==> src/rtl/behavioral_pkg.sv <==
// rtl/behavioral_pkg.sv - shared constants and types for the sensor-vote blocks
//
// Purpose: single home for the sensor width, count width and the default
// THRESHOLD / REGISTERED settings, used by both behavioral and structural.
// Ports: none (package).
package behavioral_pkg;

    localparam int SENSOR_W           = 4;
    localparam int CNT_W              = 3;
    localparam int THRESHOLD_DEFAULT  = 3;
    localparam bit REGISTERED_DEFAULT = 1'b1;

    // One vote result: detection flag plus the population count behind it.
    typedef struct packed {
        logic             f;
        logic [CNT_W-1:0] cnt;
    } vote_t;

endpackage

==> src/rtl/structural.sv <==
// rtl/structural.sv - gate-level sibling of behavioral, same ports and timing
//
// Purpose: the same vote built from gate primitives: a two-level adder for
// the count and a sum-of-products for the threshold flag.
// Ports:
//   Xin       in  [3:0]  sensor vector
//   Fout      out        detection result
//   clk       in         system clock, rising edge
//   rst_n     in         asynchronous active-low reset
//   ones_cnt  out [2:0]  population count of Xin
module structural
    import behavioral_pkg::*;
#(
    parameter int THRESHOLD  = THRESHOLD_DEFAULT,
    parameter bit REGISTERED = REGISTERED_DEFAULT
) (
    input  logic [SENSOR_W-1:0] Xin,
    output logic                Fout,
    input  logic                clk,
    input  logic                rst_n,
    output logic [CNT_W-1:0]    ones_cnt
);

    wire s01, c01, s23, c23, c_low;
    wire cnt0, cnt1, cnt2;
    wire f_c;

    // Pair sums, then combine. c_low can only be set when each pair holds
    // exactly one bit, so c01/c23 are then 0 and bit 2 reduces to c01&c23.
    xor g_s01 (s01, Xin[0], Xin[1]);
    and g_c01 (c01, Xin[0], Xin[1]);
    xor g_s23 (s23, Xin[2], Xin[3]);
    and g_c23 (c23, Xin[2], Xin[3]);
    xor g_b0  (cnt0, s01, s23);
    and g_cl  (c_low, s01, s23);
    xor g_b1  (cnt1, c01, c23, c_low);
    and g_b2  (cnt2, c01, c23);

    generate
        if (THRESHOLD <= 0) begin : g_t0
            assign f_c = 1'b1;
        end else if (THRESHOLD == 1) begin : g_t1
            or g_f (f_c, Xin[0], Xin[1], Xin[2], Xin[3]);
        end else if (THRESHOLD == 2) begin : g_t2
            wire p01, p02, p03, p12, p13, p23;
            and g_p01 (p01, Xin[0], Xin[1]);
            and g_p02 (p02, Xin[0], Xin[2]);
            and g_p03 (p03, Xin[0], Xin[3]);
            and g_p12 (p12, Xin[1], Xin[2]);
            and g_p13 (p13, Xin[1], Xin[3]);
            and g_p23 (p23, Xin[2], Xin[3]);
            or  g_f   (f_c, p01, p02, p03, p12, p13, p23);
        end else if (THRESHOLD == 3) begin : g_t3
            wire t012, t013, t023, t123;
            and g_t012 (t012, Xin[0], Xin[1], Xin[2]);
            and g_t013 (t013, Xin[0], Xin[1], Xin[3]);
            and g_t023 (t023, Xin[0], Xin[2], Xin[3]);
            and g_t123 (t123, Xin[1], Xin[2], Xin[3]);
            or  g_f    (f_c, t012, t013, t023, t123);
        end else begin : g_t4
            and g_f (f_c, Xin[0], Xin[1], Xin[2], Xin[3]);
        end
    endgenerate

    generate
        if (REGISTERED) begin : g_reg
            always_ff @(posedge clk or negedge rst_n) begin
                if (!rst_n) begin
                    Fout     <= 1'b0;
                    ones_cnt <= '0;
                end else begin
                    Fout     <= f_c;
                    ones_cnt <= {cnt2, cnt1, cnt0};
                end
            end
        end else begin : g_comb
            logic unused_clk_rst;
            assign unused_clk_rst = clk ^ rst_n;
            assign Fout     = f_c;
            assign ones_cnt = {cnt2, cnt1, cnt0};
        end
    endgenerate

endmodule

==> config.mk <==
export PLATFORM = sky130hd
export DESIGN_NAME = structural
export DESIGN_NICKNAME = d
export VERILOG_FILES = /design/src/rtl/behavioral_pkg.sv /design/src/rtl/structural.sv
export SDC_FILE = /design/constraint.sdc
export NUM_CORES = 1
export LEC_CHECK = 0
export ABC_CLOCK_PERIOD_IN_PS = 800
export CELL_PAD_IN_SITES_DETAIL_PLACEMENT = 0
export CELL_PAD_IN_SITES_GLOBAL_PLACEMENT = 1
export CORE_AREA = 2 2 39 41
export CTS_CLUSTER_SIZE = 24
export DETAILED_ROUTE_END_ITERATION = 7
export DIE_AREA = 0 0 41 43
export GPL_TIMING_DRIVEN = 1
export PLACE_DENSITY_LB_ADDON = 0.1
export SETUP_SLACK_MARGIN = 0.15
export SYNTH_ARGS = -nofsm -noshare
export SYNTH_HDL_FRONTEND = slang
export SYNTH_SLANG_ARGS = --single-unit
==> constraint.sdc <==
create_clock -name clk -period 0.8 [get_ports clk]
set_input_delay 0.16 -clock clk [delete_from_list [all_inputs] [get_ports clk]]
set_output_delay 0.16 -clock clk [all_outputs]
set_load 0.01 [all_outputs]
==> results.md, run 1 <==
* Slowest Stage Delay on Critical Path at approximately 0.35 ns
* Crit-path leading delay family: flip-flops
* Final-report setup violation count at 4
* FILL cells at 152
* CTS Buffer Depth at 2
* Synthesized Nets at 22
* Routability cong. at just under 0.6
* Largest net degree at the start of global routing at 5
* Period utilization at 1.10
* Clock Sinks at 4
* Via count normalized by instance count at roughly 3.5
* LEAKAGE at 0.158 nW
* Die Ht at 43 um
* Grt ovf at 0
* Placed cells at 37
* DR iter-0 viols at 0
* CTS root buffer: clkbuf_4
* Initial antenna violation count at 0
* Cell area power density at 1780 nW/um^2
* DRC Markers at 0
* CTS buffer count at 3
* Final hold vios at 0
* Routed WL at 356 um
* Synth Area in Simple Gates at 0.0214
* Initial Utilization at 0.127
* Pins Over Slew Limit at 0
* Largest area contributor in the synthesized netlist: dfrtp_1
* Synth Area in XOR/XNOR at 0.0500
* Final min period at 0.881 ns
* Slew margin rel. at 0.877
* Non-filler cells in the finished layout at 40
* Synth Flop Type: dfrtp_1
* Post-Synth Adder-Cell Area at 0.286
* Synthesized flop and latch total at 4
* WL met1 at 113 um
* Die width at around 41 um
* Core Rows at 14
* Crit path max fanout at 1
* Clk pin slew, worst setup/hold paths at 0.04 ns
* Worst Setup End Kind: output port
* Ys Warns at 0
* Die ar. at 1760 sq um
* PortBufs at 9
* Share of the synthesized area in the top cell type at 0.571
* Hold_ws at 0.127 ns
* Detailed-routed wire length on met2 at 187 um
* Crit start category: register
* Area Growth Syn to Fin at 104%
* Syn Inst Count at 12
* Max-Cap Viols at 0
* Complex-gate fraction of the synthesized area at 0.0714
* CTS tree: yes
* Crit-path slowest cell: dfrtp_1
* Ant diodes at 0
* First-pass GRT wire length at 552 um
* Synth area leaders: dfrtp_1 57%, ha_1 29%, xor2_1 5.0%
* Worst vdd ir at 0.000347 V
* Layout cells sized above 1 at 0.625
* EDFF count, synth at 0
* Crit Path Class: register to output port
* Crit-path cells: buf_2
* Hpwl dp at 302 um
* Post-synthesis sequential area ratio at 0.571
* Routed length on met3 at approximately 43 um
* Status: complete, but fails checks
* Drt wl/cell at about 8.9 um
* Post-synth top cells: 4 x dfrtp_1, 4 x ha_1
* Ports at 10
* Overall Power at 0.635 mW
* Slew of the pin with the lowest slew margin at 0.184 ns
* Pre-CTS setup slack at -0.550 ns
* Overall routing resource usage at 0.0592
* Min-delay worst type: primary input to async pin
* Mux contribution to synthesized area at 0
* Core area at between 1000 and 1500 sq um
* WP data required at between 0.6 and 0.7 ns
* Final worst slack at -0.0809 ns
* Cell area after synthesis at roughly 180 sq um
* Unrepaired setup endpoints after global routing: true
* Post-Syn Area per Cell at 14.6 sq um
* H-Tree Depth at 1
* Highest clock rate at 1140 MHz
* Postcts setup bufs at 0
* Number of global-route vias before repair at ~140
* Failing checks: setup timing
* Nets@finish at 36
* Number of buffers and inverters on the critical path at 1
* Setup TNS at -0.280 ns
* Via count at 139
* Critical path arrival at 0.72 ns
* Setup crit start: ones_cnt[2]$_DFF_PN0_
* Initial DRT Pass Iterations at 1
* Antenna Nets Post-Route at 0
* Post-synth ARST share at 1.00
* Largest family of logic cells by synthesized area: adder cells
* Max layer used: met4
* Library cells used by synthesis at 6
[cells by family after synthesis]
family,after synthesis
simple gates,1
fa+ha+maj,4
xor+xnor,1
flops,4
compound gates,2
[metrics by stage]
step	util	instance area (sq um)
after floorplan	-	225
after global placement	0.242	335
after detailed placement	0.242	335
after CTS	0.250	347
after global routing	0.258	357
final	0.258	357
[layout make-up]
class                      count  area (sq um)  share of cell area
sequential                     4           100               0.281
multi-input combinational      8           125               0.351
timing repair buffer           9          88.8               0.249
clock buffer                   3          22.5              0.0632
tap                           16          20.0              0.0561
[power breakdown]
group          switching (mW)  internal, mW  total (mW)
sequential            0.00569         0.229       0.235
combinational          0.0629        0.0903       0.153
clock                  0.0798         0.168       0.247
[final timing paths]
kind	cells after the start	end	slack, ns
max	1	ones_cnt[2]	-0.08
min	1	ones_cnt[2]$_DFF_PN0_	0.13
max in group asynchronous	1	ones_cnt[1]$_DFF_PN0_	0.50
min in group clk	3	Fout$_DFF_PN0_	0.16
[cell usage in the layout, fill, tap and decap left out]
master           n
buf_2            3
buf_6            3
buf_8            2
clkbuf_4         3
clkdlybuf4s50_1  1
dfrtp_1          4
ha_4             4
nand2_1          1
o211ai_1         1
o21ai_0          1
xor2_1           1
[sequential cells by signal (all words and copies together) (netlist names)]
register  cells
ones_cnt      3
Fout          1
[per-layer routing]
layer / vias up / global-route usage
met3: 2 / 0.0471
met1: 63 / 0.0417
li1: 68 / -
met2: 6 / 0.0688
met5: - / 0
met4: 0 / 0.100
[repair_timing]
action                                  4_1_cts  5_1_grt
hold buffers                                  0        0
endpoints found under the setup margin        8        5
resized for setup                            40        2
pin swaps                                     5        4
Note: power is estimated with default switching activity, not from simulation.
==> run 2, diff against run 1 <==
- CTS_BUF_LIST: default -> sky130_fd_sc_hd__clkbuf_4 sky130_fd_sc_hd__clkbuf_8 sky130_fd_sc_hd__clkbuf_16
==> results of run 2 <==
Same layout as run 1: the final DEF is identical, and so are final timing and power.
